<file path="src/rtl/lab1_imul_share_pkg.sv">
// Shared types and widths for the multiplier sharing controller.
package lab1_imul_share_pkg;

  localparam int MSG_IN_NBITS  = 64;
  localparam int MSG_OUT_NBITS = 32;

  typedef enum logic [1:0] {
    IDLE = 2'd0,
    BUSY = 2'd1,
    RESP = 2'd2
  } state_t;

endpackage

</file>
<file path="src/rtl/lab1_imul_rr_arb.sv">
// Combinational round-robin pick: first asserted request at or after prio,
// wrapping modulo NREQ. The priority pointer itself lives in the caller.
module lab1_imul_rr_arb #(
  parameter int NREQ = 4,
  parameter int PW   = $clog2(NREQ)
) (
  input  logic [NREQ-1:0] req,
  input  logic [PW-1:0]   prio,
  output logic [PW-1:0]   grant,
  output logic            any_req
);

  int unsigned   idx;
  logic [PW-1:0] sel;

  assign any_req = |req;

  // Scan from the farthest slot back to prio so the last hit is the nearest.
  always_comb begin
    // NOTE: every variable gets a default first, so no path can infer a latch.
    grant = '0;
    idx   = 0;
    sel   = '0;
    for (int k = NREQ - 1; k >= 0; k--) begin
      // NOTE: blocking assignments here; idx/sel are scratch values reused per step.
      idx = 32'(prio) + 32'(k);
      if (idx >= 32'(NREQ)) idx = idx - 32'(NREQ);
      sel = idx[PW-1:0];
      if (req[sel]) grant = sel;
    end
  end

endmodule

</file>
<file path="src/rtl/lab1_imul_mul_share_ctrl.sv">
// Round-robin sharing of one variable-latency multiplier among NREQ
// requesters; one operation in flight, product returned to its owner only.
module lab1_imul_mul_share_ctrl
  import lab1_imul_share_pkg::*;
#(
  parameter int NREQ = 4,
  parameter int PW   = $clog2(NREQ)
) (
  input  logic                         clk,
  input  logic                         reset,
  input  logic [NREQ-1:0]              req_val,
  output logic [NREQ-1:0]              req_rdy,
  input  logic [NREQ*MSG_IN_NBITS-1:0] req_msg,
  output logic [NREQ-1:0]              resp_val,
  input  logic [NREQ-1:0]              resp_rdy,
  output logic [MSG_OUT_NBITS-1:0]     resp_msg,
  output logic                         mul_istream_val,
  input  logic                         mul_istream_rdy,
  output logic [MSG_IN_NBITS-1:0]      mul_istream_msg,
  input  logic                         mul_ostream_val,
  output logic                         mul_ostream_rdy,
  input  logic [MSG_OUT_NBITS-1:0]     mul_ostream_msg
);

  state_t                   state, state_next;
  logic [PW-1:0]            prio, prio_next;
  logic [PW-1:0]            owner, owner_next;
  logic [MSG_OUT_NBITS-1:0] result, result_next;
  logic [PW-1:0]            grant;
  logic                     any_req;

  lab1_imul_rr_arb #(.NREQ(NREQ), .PW(PW)) u_arb (
    .req     (req_val),
    .prio    (prio),
    .grant   (grant),
    .any_req (any_req)
  );

  // State, pointer, owner and buffered product; synchronous reset.
  always_ff @(posedge clk) begin
    // NOTE: non-blocking assignments so every register samples pre-edge values.
    if (reset) begin
      state  <= IDLE;
      prio   <= '0;
      owner  <= '0;
      result <= '0;
    end else begin
      state  <= state_next;
      prio   <= prio_next;
      owner  <= owner_next;
      result <= result_next;
    end
  end

  // Next-state and handshake outputs; all val/rdy held low during reset.
  always_comb begin
    state_next      = state;
    prio_next       = prio;
    owner_next      = owner;
    result_next     = result;
    req_rdy         = '0;
    resp_val        = '0;
    mul_istream_val = 1'b0;
    mul_istream_msg = '0;
    mul_ostream_rdy = 1'b0;
    resp_msg        = result;
    if (!reset) begin
      case (state)
        IDLE: begin
          mul_istream_val = any_req;
          if (any_req) mul_istream_msg = req_msg[int'(grant)*MSG_IN_NBITS +: MSG_IN_NBITS];
          req_rdy[grant] = mul_istream_rdy;
          if (any_req && mul_istream_rdy) begin
            owner_next = grant;
            prio_next  = (grant == PW'(NREQ - 1)) ? '0 : grant + 1'b1;
            state_next = BUSY;
          end
        end
        BUSY: begin
          mul_ostream_rdy = 1'b1;
          if (mul_ostream_val) begin
            result_next = mul_ostream_msg;
            state_next  = RESP;
          end
        end
        RESP: begin
          resp_val[owner] = 1'b1;
          if (resp_rdy[owner]) state_next = IDLE;
        end
        default: state_next = IDLE;
      endcase
    end
  end

endmodule
</file>
<file path="config.mk">
export PLATFORM = sky130hd
export DESIGN_NAME = lab1_imul_mul_share_ctrl
export DESIGN_NICKNAME = d
export VERILOG_FILES = /design/src/rtl/lab1_imul_share_pkg.sv /design/src/rtl/lab1_imul_rr_arb.sv /design/src/rtl/lab1_imul_mul_share_ctrl.sv
export SDC_FILE = /design/constraint.sdc
export NUM_CORES = 1
export LEC_CHECK = 0
export CELL_PAD_IN_SITES_DETAIL_PLACEMENT = 1
export CELL_PAD_IN_SITES_GLOBAL_PLACEMENT = 2
export CORE_UTILIZATION = 11
export CTS_BUF_LIST = sky130_fd_sc_hd__clkbuf_8
export CTS_CLUSTER_DIAMETER = 120
export DETAILED_ROUTE_END_ITERATION = 16
export PLACE_DENSITY = 0.82
export REMOVE_ABC_BUFFERS = 1
export SYNTH_ARGS = -nofsm -noshare
export SYNTH_HDL_FRONTEND = slang
export SYNTH_SLANG_ARGS = --single-unit
</file>
<file path="constraint.sdc">
create_clock -name clk -period 1.73 [get_ports clk]
set_input_delay 0.173 -clock clk [delete_from_list [all_inputs] [get_ports clk]]
set_output_delay 0.173 -clock clk [all_outputs]
set_load 0.05 [all_outputs]
</file>
==> impl_metrics.py <==
metrics = {
    "critical_path": {
        "crit_fanout": 8,
        "critPathArrivalTime_ps": 2160,
        "crit_type": "reg2out",
        "required_ps": 1560,
        "critPathCaptureType": "primary output",
        "crit_path_start_kind": "register",
    },
    "placed_design": {
        "dp_hpwl_um": 20020,
        "port_buffers": 405,
        "gp_congestion": 0.8390,
    },
    "clock_tree": {
        "cts_buffers": 5,
        "cts.sinks": 38,
        "cts_tree": "done",
        "clk_latency_ps": 290,
        "clk_path_buf_depth": 2,
        "path_clk_slew_ps": 70,
        "cts_max_level": 2,
        "cts_root_buf": "clkbuf_8",
    },
    "pwr": {
        "seqPwrFrac_pct": 15.5,
        "intPower_w": 0.003605,
        "p_clk_share_pct": 9.7,
        "power_density_nw_per_um2": 617.4,
        "p_sw_w": 0.002499,
        "power_frac_comb_pct": 74.9,
        "ir_worst_vdd_mv": 0.3664,
        "p_leak_nw": 3.961,
        "p_sw_share_pct": 40.94,
        "power_w": 0.006104,
    },
    "grt": {
        "antenna_found_initial": 4,
        "grt_first_pass_wirelength_um": 34970,
        "grtUsageTotal_pct": 14.89,
        "grt_start_max_net_pins": 36,
        "grt_pass1_vias": 5633,
        "grt-ovfl-total": 0,
    },
    "synthesis": {
        "syn_inst": 423,
        "syn_area_um2": 3442,
        "seq_area_frac_synth_pct": 22.10,
        "synth_warnings": 0,
        "synth-seq-cells": 38,
        "yosysUniqueCellTypes": 30,
        "avgSynthCellArea_um2": 8.137,
    },
    "floorplanning": {
        "start_util_pct": 11.22,
        "chipWidth_um": 178.9,
        "die-area_um2": 32000,
        "dieHeight_um": 178.9,
        "coreArea_um2": 30670,
        "io_pins": 406,
        "rows": 64,
    },
    "run_status": {
        "violations": "setup timing",
        "status": "complete, but fails checks",
    },
    "timing": {
        "period_needed_ps": 2336,
        "timing.final.hold_violations": 0,
        "maxSlewViolCount": 0,
        "setup_slack_ps": -605.7,
        "worst_pin_slew_ps": 525.1,
        "setup_viol": 69,
        "holdWs_ps": 420.7,
        "finClkSkew_ps": 2.985,
        "maxSlewHeadroom_pct": 64.88,
        "finalCritPeriodShare_pct": 135.0,
        "fmax_mhz": 428.1,
        "rsz0062_at_grt": "true",
    },
    "detailed_routing": {
        "vias_per_cell": 4.072,
        "wire_per_inst_um": 20.01,
        "routed_wl_um": 25050,
        "drtIter0Drc": 106,
        "dr_total_vias": 5098,
        "drcViolationCount": 0,
        "drt_first_pass_iters": 4,
        "postRouteAntennaNets": 0,
    },
    "finish": {
        "drive_gt1_share_pct": 27.58,
        "nFillCells": 3443,
        "syn_to_final_growth_pct": 187.2,
        "nets": 1156,
    },
    "run": {
        "maxCapViolCount": 0,
    },
    "hold_path": {
        "hold_class": "in2reg",
    },
}
[area by class of cell]
cell class	instances	area, µm²	share of cell area (%)
Sequential cell	38	765.7	7.745
Multi-Input combinational cell	339	2978	30.12
Inverter	5	20.02	0.2025
Clock buffer	5	68.82	0.6960
Clock inverter	2	10.01	0.1012
Antenna cell	4	10.01	0.1012
Timing Repair Buffer	463	5539	56.02
Tap cell	396	495.5	5.011
[logic make-up after synthesis]
group,count (synthesis),share of synthesized area [%]
AND/OR/NAND/NOR,97,12.40
buffers and inverters,46,7.415
flip-flops,38,22.10
adder cells (fa/ha/maj),4,1.454
multiplexers,130,38.17
AO/OA/AOI/OAI,108,18.47
[layout by cell type (no fill, tap or decap), drive strengths merged, types with 4 or more instances in the layout]
cell type and instances:
mux2i 129, o22ai 65, nor3 4, inv 4, a21oi 38, nand2 70, buf 132, nor2 6
dfxtp 38, clkdlybuf4s50 324, diode 4, dlygate4sd2 5, ha 4, and2 4, clkbuf 5
[cells in the mapped netlist]
| library cell | count | area share [%] |
|---|---|---|
| a211o_1 | 1 | 0.25 |
| a21o_1 | 1 | 0.22 |
| a21oi_1 | 38 | 5.5 |
| and2_1 | 4 | 0.73 |
| and3b_1 | 1 | 0.25 |
| buf_2 | 5 | 0.73 |
| buf_6 | 10 | 3.3 |
| clkbuf_1 | 26 | 2.8 |
| clkinv_2 | 1 | 0.15 |
| dfxtp_1 | 38 | 22 |
| ha_1 | 4 | 1.5 |
| inv_1 | 4 | 0.44 |
| mux2i_1 | 129 | 38 |
| mux4_2 | 1 | 0.65 |
| nand2_1 | 70 | 7.6 |
| nand3_1 | 3 | 0.44 |
| nand3b_1 | 1 | 0.22 |
| nor2_1 | 6 | 0.65 |
| nor2b_1 | 2 | 0.36 |
| nor3_1 | 4 | 0.58 |
| nor3b_1 | 1 | 0.22 |
| nor4_1 | 1 | 0.18 |
| nor4_2 | 1 | 0.36 |
| nor4b_1 | 1 | 0.25 |
| o21ai_1 | 1 | 0.15 |
| o21ba_1 | 1 | 0.29 |
| o21bai_1 | 1 | 0.22 |
| o22ai_1 | 65 | 12 |
| or3b_1 | 1 | 0.25 |
| or3b_2 | 1 | 0.25 |
[what timing repair did]
item	4_1_cts	5_1_grt
setup endpoints to repair	77	70
buffers inserted	3	1
cloned	5	0
hold buffers	0	0
pin swaps	20	9
resized for setup	106	23
endpoints found under the hold margin	0	0
[power by group through the flow]
stage | logic (W) | clock network, W | registers (W)
6_report | 0.00457 | 0.000591 | 0.000944
5_1_grt | 0.00477 | 0.000658 | 0.000950
4_1_cts | 0.00454 | 0.000632 | 0.000943
3_5_place_dp | 0.00405 | 0 | 0.000961
3_3_place_gp | 0.00402 | 0 | 0.000960
2_1_floorplan | 0.00184 | 0 | 0.00106
[path summary, 6_finish.rpt]
path                                         start                  to  slack [ps]  cells after the start
worst max-delay path                       prio[0]  mul_istream_msg[2]        -610                      8
worst min-delay path            mul_ostream_msg[2]         resp_msg[2]         420                      3
worst max register to register             prio[0]             prio[1]         -80                      9
worst min register to register        resp_msg[10]        resp_msg[10]         460                      2
[critical path, cell delays in order, from the launching register on]
cell and delay, ps:
dfxtp_4 370, nor2b_4 40, o21ba_4 190, a211o_4 280, buf_12 160, bufbuf_16 280
mux2i_1 130, o22ai_1 230, buf_12 180
[through the flow]
step,setup WS (ps),utilization (%),std cells,cell area [µm²],TNS [ps]
after global routing,-680.1,32.24,1252,9887,-41750
after CTS,-606.8,31.86,1247,9771,-36850
after floorplan,-4040,-,382,3207,-284430
after detailed placement,-856.8,29.37,1235,9009,-51490
final,-605.7,32.24,1252,9887,-36000
after global placement,-818.0,29.37,1235,9009,-48180
[routing by layer]
metal	routed length, µm	up-vias	track usage, %	part of all wire [%]
met5	0	-	0	0
met4	445	0	4.979	1.8
met3	2134	23	4.304	8.5
met2	13040	233	27.33	52
met1	9436	2418	16.15	38
li1	-	2424	-	-
[registers in the layout, indices dropped and copies added (netlist names)]
register	count
resp_msg	32
owner	2
prio	2
state	2
Note: power is estimated with default switching activity, not from simulation.
